==> src/rtl/axil_cmd_master.sv <==
// Single-outstanding AXI4-Lite master: cmd -> AW/W/B or AR/R -> rsp; 3 cycles cmd-to-rsp with a zero-wait slave.
// Backpressure: cmd_ready stays low until the response is consumed; rsp fields hold while rsp_ready is low.
module axil_cmd_master #(
  parameter int ADDR_W  = 32,
  parameter int DATA_W  = 32,
  parameter int TIMEOUT = 1024
) (
  input  logic              clk_0,
  input  logic              sync_rst_0,
  input  logic              cmd_valid,
  output logic              cmd_ready,
  input  logic              cmd_write,
  input  logic [ADDR_W-1:0] cmd_addr,
  input  logic [DATA_W-1:0] cmd_wdata,
  input  logic [3:0]        cmd_wstrb,
  output logic              rsp_valid,
  input  logic              rsp_ready,
  output logic [DATA_W-1:0] rsp_rdata,
  output logic [1:0]        rsp_resp,
  output logic              rsp_timeout,
  output logic [ADDR_W-1:0] m_axi_awaddr,
  output logic              m_axi_awvalid,
  input  logic              m_axi_awready,
  output logic [DATA_W-1:0] m_axi_wdata,
  output logic [3:0]        m_axi_wstrb,
  output logic              m_axi_wvalid,
  input  logic              m_axi_wready,
  input  logic [1:0]        m_axi_bresp,
  input  logic              m_axi_bvalid,
  output logic              m_axi_bready,
  output logic [ADDR_W-1:0] m_axi_araddr,
  output logic              m_axi_arvalid,
  input  logic              m_axi_arready,
  input  logic [DATA_W-1:0] m_axi_rdata,
  input  logic [1:0]        m_axi_rresp,
  input  logic              m_axi_rvalid,
  output logic              m_axi_rready
);

  localparam logic [2:0] IDLE = 3'd0;
  localparam logic [2:0] WR   = 3'd1;
  localparam logic [2:0] WR_B = 3'd2;
  localparam logic [2:0] RD_A = 3'd3;
  localparam logic [2:0] RD_D = 3'd4;
  localparam logic [2:0] RSP  = 3'd5;

  localparam int CNT_W = (TIMEOUT > 0) ? $clog2(TIMEOUT + 1) : 1;
  localparam logic [CNT_W-1:0] TO_VAL = CNT_W'(TIMEOUT);

  logic [2:0]       state;
  logic             aw_done;
  logic             w_done;
  logic [CNT_W-1:0] tmo_cnt;

  logic aw_hs;
  logic w_hs;
  logic busy;
  logic tmo_hit;

  assign aw_hs   = m_axi_awvalid && m_axi_awready;
  assign w_hs    = m_axi_wvalid && m_axi_wready;
  assign busy    = (state == WR) || (state == WR_B) || (state == RD_A) || (state == RD_D);
  assign tmo_hit = (TIMEOUT != 0) && (tmo_cnt == TO_VAL);

  always_ff @(posedge clk_0 or negedge sync_rst_0) begin
    if (!sync_rst_0) begin
      state         <= IDLE;
      aw_done       <= 1'b0;
      w_done        <= 1'b0;
      tmo_cnt       <= '0;
      cmd_ready     <= 1'b0;
      rsp_valid     <= 1'b0;
      rsp_rdata     <= '0;
      rsp_resp      <= 2'b00;
      rsp_timeout   <= 1'b0;
      m_axi_awaddr  <= '0;
      m_axi_awvalid <= 1'b0;
      m_axi_wdata   <= '0;
      m_axi_wstrb   <= 4'b1111;
      m_axi_wvalid  <= 1'b0;
      m_axi_bready  <= 1'b0;
      m_axi_araddr  <= '0;
      m_axi_arvalid <= 1'b0;
      m_axi_rready  <= 1'b0;
    end else if (busy && tmo_hit) begin
      // Abandon the hung slave: pull every handshake line low and report a SLVERR-coded timeout.
      m_axi_awvalid <= 1'b0;
      m_axi_wvalid  <= 1'b0;
      m_axi_bready  <= 1'b0;
      m_axi_arvalid <= 1'b0;
      m_axi_rready  <= 1'b0;
      rsp_rdata     <= '0;
      rsp_resp      <= 2'b10;
      rsp_timeout   <= 1'b1;
      rsp_valid     <= 1'b1;
      state         <= RSP;
    end else begin
      if (busy) tmo_cnt <= tmo_cnt + 1'b1;
      case (state)
        IDLE: begin
          if (!cmd_ready) begin
            cmd_ready <= 1'b1;
          end else if (cmd_valid) begin
            cmd_ready <= 1'b0;
            tmo_cnt   <= '0;
            if (cmd_write) begin
              m_axi_awaddr  <= cmd_addr;
              m_axi_wdata   <= cmd_wdata;
              m_axi_wstrb   <= cmd_wstrb;
              m_axi_awvalid <= 1'b1;
              m_axi_wvalid  <= 1'b1;
              m_axi_bready  <= 1'b1;
              aw_done       <= 1'b0;
              w_done        <= 1'b0;
              state         <= WR;
            end else begin
              m_axi_araddr  <= cmd_addr;
              m_axi_arvalid <= 1'b1;
              state         <= RD_A;
            end
          end
        end
        WR: begin
          if (aw_hs) begin
            m_axi_awvalid <= 1'b0;
            aw_done       <= 1'b1;
          end
          if (w_hs) begin
            m_axi_wvalid <= 1'b0;
            w_done       <= 1'b1;
          end
          if ((aw_done || aw_hs) && (w_done || w_hs)) state <= WR_B;
        end
        WR_B: begin
          if (m_axi_bvalid && m_axi_bready) begin
            m_axi_bready <= 1'b0;
            rsp_rdata    <= '0;
            rsp_resp     <= m_axi_bresp;
            rsp_timeout  <= 1'b0;
            rsp_valid    <= 1'b1;
            state        <= RSP;
          end
        end
        RD_A: begin
          if (m_axi_arvalid && m_axi_arready) begin
            m_axi_arvalid <= 1'b0;
            m_axi_rready  <= 1'b1;
            state         <= RD_D;
          end
        end
        RD_D: begin
          if (m_axi_rvalid && m_axi_rready) begin
            m_axi_rready <= 1'b0;
            rsp_rdata    <= m_axi_rdata;
            rsp_resp     <= m_axi_rresp;
            rsp_timeout  <= 1'b0;
            rsp_valid    <= 1'b1;
            state        <= RSP;
          end
        end
        RSP: begin
          if (rsp_ready) begin
            rsp_valid <= 1'b0;
            cmd_ready <= 1'b1;
            state     <= IDLE;
          end
        end
        default: state <= IDLE;
      endcase
    end
  end

endmodule

==> config.mk <==
export PLATFORM = sky130hd
export DESIGN_NAME = axil_cmd_master
export DESIGN_NICKNAME = d
export VERILOG_FILES = /design/src/rtl/axil_cmd_master.sv
export SDC_FILE = /design/constraint.sdc
export NUM_CORES = 1
export LEC_CHECK = 0
export CAP_MARGIN = 20
export CORE_MARGIN = 1.5
export CORE_UTILIZATION = 47
export DETAILED_ROUTE_END_ITERATION = 10
export HOLD_SLACK_MARGIN = 0.06
export PLACE_DENSITY = 0.95
export SLEW_MARGIN = 20
export SYNTH_ARGS = -nofsm -noshare
export SYNTH_HDL_FRONTEND = slang
export SYNTH_SLANG_ARGS = --single-unit
==> constraint.sdc <==
create_clock -name clk_0 -period 4.6 [get_ports clk_0]
set_input_delay 0.69 -clock clk_0 [delete_from_list [all_inputs] [get_ports clk_0]]
set_output_delay 0.69 -clock clk_0 [all_outputs]
set_load 0.02 [all_outputs]
======== After elaboration in Yosys (flattened, before gate mapping) ========
Index checks and enable logic that the tools add are counted.
word-level totals
  bits in registers ....................... 158
  output and inout port bits .............. 142
cells by class
  add/sub/neg operators ................... 1
  equal/unequal tests ..................... 23
  muxes and demuxes ....................... 62
  bitwise logic cells ..................... 2
  reductions and logical operators ........ 34
operators with widths
  cell                                            number
  2-to-1 mux 32 bit                               3
  case mux 32 bit (2 select lines)                1
  2-to-1 mux 11 bit                               4
  2-to-1 mux 1 bit                                30
  AND reduction 5 bit                             6
  2-to-1 mux 3 bit                                8
  case mux 1 bit (2 select lines)                 9
  case mux 3 bit (6 select lines)                 1
  != test 3 bit (second input constant)           5
  nonzero test 3 bit                              5
  != test 2 bit (second input constant)           6
  != test 3 x 1 -> 1 bit (second input constant)  4
  AND reduction 6 bit                             2
  adder 11 x 1 -> 11 bit (second input constant)  1
  == test 11 bit (second input constant)          1
  AND reduction 3 bit                             3
  2-to-1 mux 2 bit                                4
  logical AND 1 bit                               7
  AND reduction 7 bit                             1
  == test 3 x 2 -> 1 bit (second input constant)  2
  == test 3 bit (second input constant)           2
  != test 3 x 2 -> 1 bit (second input constant)  2
  logical OR 1 bit                                5
  case mux 2 bit (2 select lines)                 1
  7 further kinds                                 9

======== Logic depth before layout (Yosys ltp) ========
Gate-level depths: netlist of run 1.
  depth after elaboration ................. 8
  depth in mapped cells ................... 8
  depth with buffers taken out ............ 6

======== Least setup slack after synthesis of run 1 ========
OpenSTA, ideal clock, no wires.
  kind .................................... reg-to-reg
  from .................................... reg state[0]
  to ...................................... reg m_axi_araddr[10]
  library setup time ...................... 0.125 ns
  arrival time ............................ 1.751 ns
  setup slack ............................. 2.724 ns
  cell stages (with the launch flop) ...... 6
  buffers on the path ..................... 2
  clock period less this slack ............ 1.876 ns
  cell sequence ........................... dfrtp_1 > or3_1 > buf_6 > nor3_4 > buf_6 > mux2_2
between the ends
  word-level cells in the longest chain between the ends .. 7
  elaborated cells on any way between the ends .. 11
ends and longest elaborated chain
  item                                                              line  text
  start, declared                                                   50    logic [2:0] state;
  start signal, assigned                                            67    state <= IDLE;
  start signal, assigned                                            96    state <= RSP;
  start signal, assigned                                            115   state <= WR;
  == test 3 x 1 -> 1 bit or == test 3 x 2 -> 1 bit (tied branches)  62    assign busy = (state == WR) || (state == WR_B) || (state == RD_A) || (state == RD_D);
  logical OR 1 bit (3 in a row)                                     62
  logical AND 1 bit                                                 85    end else if (busy && tmo_hit) begin
  inverter 1 bit (no line)                                          --
  AND reduction 5 bit (no line) (*)                                 --
  end signal, assigned                                              117   m_axi_araddr <= cmd_addr;
  end, declared                                                     31    output logic [ADDR_W-1:0] m_axi_araddr,
Every way passes the cells marked *; elsewhere a longest branch is shown, timed or not.
A chain may end at the register's enable or synchronous reset.

======== Final worst setup path of run 1 ========
  from .................................... reg state[0]
  to ...................................... reg m_axi_araddr[1]
The elaborated chain is that of the path after synthesis.

==> flow_summary.ini, run 1 <==
[route]
vias = 4976
drt_iter0_drc = 196
drtPass1Iterations = 4
routed_wirelength_um = 16900
drtAntennaViolNets = 0
wl_per_cell_um = 17.7
drcViolationCount = 0
viasPerCell = 5.20

[floorplanning]
die_h_um = 121
rows = 42
coreArea_um2 = 13400
dieArea_um2 = 14600
dieWidth_um = 121
io_pins = 256
initial_core_util = 0.486

[setup_path]
cpLargestDelayFamily = simple AND/OR/NAND/NOR gates
crit_slowest_cell = nor3_4
worstPathCellList = or3_1, nor3_4, buf_4, mux2_2
crit_path_max_incr_delay_ns = 0.72
endpoint = m_axi_araddr[1]
critical_path.endpoint_type = flop
reg2reg_to = m_axi_araddr[1]
worst_r2r_startpoint = state[0]
critPathLaunchType = flop
rr_worst_depth = 4
cp_data_arrival_time_ns = 3.10
worst-path-stages = 4
crit_type = reg2reg
ff2ff_setup_slack_ns = 1.80
path_max_fanout = 19
required_ns = 4.90
cp-startpoint = state[0]
cp.buffers_inverters = 1

[clock_tree]
cts_root_buf = clkbuf_16
htreeDepth = 4
clkTransAtPathRegs_ns = 0.06
clk_latency_ns = 0.42
cts_setup_buffers = 0
hold_buffers = 0
cts-buffers-inserted = 17
post_cts_resized = 0
clockBufferDepth = 2
cts_tree = done
clock-sinks = 158

[timing]
final.setup_skew_ns = 0.00500
setup_viol = 0
maxSlewViolCount = 0
hold_viol_final = 0
finalCriticalPeriod_ns = 2.80
tightest_slew_ns = 0.947
max_clock_freq_ghz = 0.358
period_share = 0.608
tns_ns = 0
maxSlewHeadroom = 0.368
rsz0062_at_grt = false

[synthesis]
synth.distinct_cells = 48
synth-edff-count = 0
synth_seq_area_share = 0.608
yosysWarnings = 0
syn_nets = 633
async_reset_ff_frac = 1.00
synth-seq-cells = 158
postSynthCellCount = 517
ys.flop_type = dfrtp_1
avgSynthCellArea_um2 = 12.6
netlist_area_um2 = 6510

[layout]
drive_gt1_frac = 0.182
fillers = 826
final_core_util = 0.728
stdcell_count = 957
final_area_um2 = 9760
multiInputGateArea_um2 = 2340
antenna_cells = 0
seqCellArea_um2 = 3960
fin_nets = 884
syn_to_final_growth_pct = 49.9

[placed_design]
placed_cells = 925
placedInstanceArea_um2 = 9110
place.gp.congestion = 0.875
placement.io_buffers = 255
dp_hpwl_um = 12000

[pwr]
peakVddDrop_v = 0.000497
cellPowerDensity_nw_per_um2 = 719
leakagePower_nw = 4.12

[outcome]
status = finished, final reports clean

[flow_run]
maxCapViolations = 0

[global_routing]
antenna_found_initial = 0
grt.overflow.total = 0
grt_max_degree = 121
grt_usage = 0.238
grt_pass1_wl_um = 26700
first_global_vias = 5303

[worst_hold_path]
hold_path.class = in2async
==> cell usage in the layout, fill, tap and decap left out, drive strengths merged, types with 4 or more instances in the layout <==
master,Yosys,layout
clkdlybuf4s50,0,254
nand2,82,82
clkbuf,6,23
xnor2,5,5
dfstp,4,4
nand3,7,7
dfrtp,154,154
xor2,4,4
mux2,101,101
o21ai,43,43
nand4,5,5
a21oi,10,10
inv,5,6
nor2,23,23
bufinv,0,5
nor3,5,5
==> cell families (layout without fill, tap and decap cells) <==
family / Yosys count / in the layout / synth area share
DFF: 158 / 158 / 0.608
and+or+nand+nor: 142 / 142 / 0.0997
muxes: 101 / 101 / 0.175
AOI/OAI and AO/OA: 74 / 74 / 0.0674
buffers and inverters: 31 / 295 / 0.0344
xor gates and xnor gates: 9 / 9 / 0.0121
adders and majority gates: 2 / 2 / 0.00384
==> synthesized netlist by cell type (all sizes together) (3+ instances only) <==
| cell type | count | share of area |
|---|---|---|
| dfrtp | 154 | 0.59 |
| xor2 | 4 | 0.0054 |
| buf | 20 | 0.028 |
| mux2 | 101 | 0.17 |
| or3 | 3 | 0.0029 |
| o21ai | 43 | 0.033 |
| nand4 | 5 | 0.0048 |
| dfstp | 4 | 0.016 |
| clkbuf | 6 | 0.0038 |
| nand3 | 7 | 0.0054 |
| and3 | 3 | 0.0029 |
| inv | 5 | 0.0029 |
| a21oi | 10 | 0.0077 |
| o21a | 3 | 0.0035 |
| nor2 | 23 | 0.014 |
| xnor2 | 5 | 0.0067 |
| nand2 | 82 | 0.048 |
| nor3b | 3 | 0.0035 |
| nor3 | 5 | 0.0056 |
==> power by group <==
group	total [W]	internal (W)	switching [W]
clock network	0.00153	0.000992	0.000539
registers	0.00236	0.00197	0.000388
logic	0.00312	0.00154	0.00158
total	0.00702	0.00451	0.00251
==> final cells by class <==
class                           instances  share of cell area
Sequential cell                       158               0.406
Timing Repair Buffer                  258               0.264
Multi-Input combinational cell        328               0.239
Clock buffer                           22              0.0476
Tap cell                              176              0.0226
Clock inverter                         10              0.0188
Inverter                                5             0.00192
==> metal layers <==
metal	global-route usage	vias to the layer above	wire, µm
met1	0.259	2420	6260
met4	0.109	0	470
met2	0.425	239	8880
met5	0	-	0
li1	-	2286	-
met3	0.0708	31	1290
==> sequential cells by signal, summed over array words and instances (netlist names) <==
register       flops
m_axi_arvalid      1
rsp_rdata         32
m_axi_bready       1
m_axi_awaddr      32
tmo_cnt           11
m_axi_wdata       32
state              3
rsp_valid          1
aw_done            1
m_axi_awvalid      1
m_axi_wstrb        4
m_axi_rready       1
m_axi_araddr      32
m_axi_wvalid       1
rsp_resp           2
w_done             1
rsp_timeout        1
cmd_ready          1
==> worst min-delay path by stage <==
stage / slack, ns / cells after the start / to
floorplan: 0.39 / 0 / aw_done
CTS: 0.48 / 1 / m_axi_wdata[4]
finish: 0.41 / 1 / m_axi_wdata[31]
detailed placement: 0.47 / 1 / rsp_timeout
global route: 0.49 / 1 / m_axi_wdata[4]
global placement: 0.47 / 2 / rsp_rdata[31]
==> per-stage QoR <==
stage | hold slack [ns] | setup slack [ns] | power (W)
2_1_floorplan | 0.394 | 2.72 | 0.00405
3_3_place_gp | 0.465 | 1.74 | 0.00534
3_5_place_dp | 0.469 | 1.67 | 0.00549
4_1_cts | 0.476 | 1.78 | 0.00706
5_1_grt | 0.488 | 1.59 | 0.00735
6_report | 0.413 | 1.80 | 0.00702
(Power assumes the default switching activity.)
==> run 2: changes to the inputs <==
- CORE_UTILIZATION: 47 -> 40
- PLACE_DENSITY: 0.95 -> 0.86
- clock period: 4.6 -> 2.4 ns (I/O delays scaled with it)
==> run 2 against run 1 <==
Compared with the run above:
- via count decreased by 0.36%
- global-route usage decreased by 3.9 points
- die area increased by 17%
- combinational power increased by 97%
- clock skew increased by 0.0046 ns
- worst hold slack improved by 0.035 ns
- total power increased by 90%
- setup slack got worse by 1.5 ns
- sequential power increased by 86%
- critical path depth increased by 1
- clock-buffer cell count decreased by 1
- register-to-register slack got worse by 1.5 ns
- critical path type unchanged
- largest power group unchanged
==> flow_summary.ini, run 2 (synthesis results as in run 1) <==
[outcome]
status = finished, final reports clean

[setup_path]
crit_path_max_incr_delay_ns = 0.48
cp.buffers_inverters = 0
reg2reg_to = rsp_resp[0]
cp_data_arrival_time_ns = 2.41
worst_r2r_startpoint = tmo_cnt[7]
ff2ff_setup_slack_ns = 0.29
required_ns = 2.70
crit_type = reg2reg
worstPathCellList = nor4_1, nand4_1, o21ai_0, o2bb2ai_1, mux2_1
crit_slowest_cell = o21ai_0
rr_worst_depth = 5
path_max_fanout = 4
cpLargestDelayFamily = simple AND/OR/NAND/NOR gates
critPathLaunchType = flop
critical_path.endpoint_type = flop

[floorplanning]
io_pins = 256
rows = 46
dieWidth_um = 131
initial_core_util = 0.410
coreArea_um2 = 15900
die_h_um = 131
dieArea_um2 = 17100

[clock_tree]
clkTransAtPathRegs_ns = 0.06
clk_latency_ns = 0.42
htreeDepth = 4
cts-buffers-inserted = 17
clockBufferDepth = 2
clock-sinks = 158
cts_root_buf = clkbuf_16
cts_tree = done

[global_routing]
antenna_found_initial = 2
grt_usage = 0.198
grt.overflow.total = 0
grt_max_degree = 70
grt_pass1_wl_um = 25900
first_global_vias = 5267

[timing]
maxSlewViolCount = 0
period_share = 0.877
tns_ns = 0
tightest_slew_ns = 0.561
final.setup_skew_ns = 0.00964
setup_viol = 0
maxSlewHeadroom = 0.624
fin_ws_ns = 0.295
max_clock_freq_ghz = 0.475
rsz0062_at_grt = false
hold_viol_final = 0
finalCriticalPeriod_ns = 2.11

[placed_design]
placed_cells = 977
dp_hpwl_um = 11900
place.gp.congestion = 0.797
dp_slack_ns = 0.303
placement.io_buffers = 255

[route]
routed_wirelength_um = 16500
viasPerCell = 4.90
vias = 4958
drcViolationCount = 0
drt_iter0_drc = 154
wl_per_cell_um = 16.3
drtAntennaViolNets = 0
drtPass1Iterations = 4

[layout]
fin_nets = 897
stdcell_count = 1011
layout_common_cells = clkdlybuf4s50_1 (254), dfrtp_1 (154), mux2_2 (97), nand2_1 (81), o21ai_0 (42)
mostFrequentLayoutCell = clkdlybuf4s50_1
syn_to_final_growth_pct = 52.1
drive_gt1_frac = 0.198
fillers = 1255

[pwr]
peakVddDrop_v = 0.000782
power.total_w = 0.0133
cellPowerDensity_nw_per_um2 = 1340
leakagePower_nw = 4.18

[flow_run]
maxCapViolations = 0

[worst_hold_path]
hold_path.class = in2async
run 2: stage by stage:
stage	hold slack, ns	instance area, µm²	utilization
5_1_grt	0.490	9910	0.624
3_3_place_gp	0.319	9280	0.584
3_5_place_dp	0.326	9280	0.584
6_report	0.447	9910	0.624
2_1_floorplan	0.0644	6510	-
4_1_cts	0.453	9910	0.624
run 2: where the power goes:
part	internal [W]	switching (W)	total, W
registers	0.00378	0.000607	0.00439
clock network	0.00165	0.00110	0.00275
logic	0.00305	0.00311	0.00616
total	0.00848	0.00482	0.0133
run 2: worst max path at each step:
| stage | start | end | cells past startpoint |
|---|---|---|---|
| 2_1_floorplan | state[0] | m_axi_araddr[10] | 5 |
| 3_5_place_dp | m_axi_bvalid | rsp_rdata[17] | 6 |
| 6_report | tmo_cnt[7] | rsp_resp[0] | 5 |
| 5_1_grt | tmo_cnt[6] | rsp_resp[0] | 5 |
| 4_1_cts | state[2] | rsp_rdata[17] | 5 |
| 3_3_place_gp | tmo_cnt[6] | rsp_resp[0] | 5 |
run 2: what timing repair did:
action | in CTS | in global routing
hold buffers | 1 | 0
resized for setup | 0 | 0
endpoints found under the hold margin | 42 | 0
buffers inserted | 0 | 0
run 2: final cells by class:
cell class / instances / area (µm²) / share of cell area
tap: 216 / 270 / 0.0273
inverter: 5 / 18.8 / 0.00189
multi-input combinational: 328 / 2330 / 0.235
clock inverter: 11 / 131 / 0.0133
clock buffer: 21 / 480 / 0.0485
timing repair buffer: 271 / 2710 / 0.274
sequential: 158 / 3960 / 0.400
antenna: 1 / 2.50 / 0.000253
run 2: per-layer routing:
layer	wire length [µm]	vias up	GRT usage
met3	2010	38	0.0998
met5	13	-	0
met1	6270	2366	0.215
li1	-	2322	-
met4	469	2	0.0911
met2	7750	230	0.326
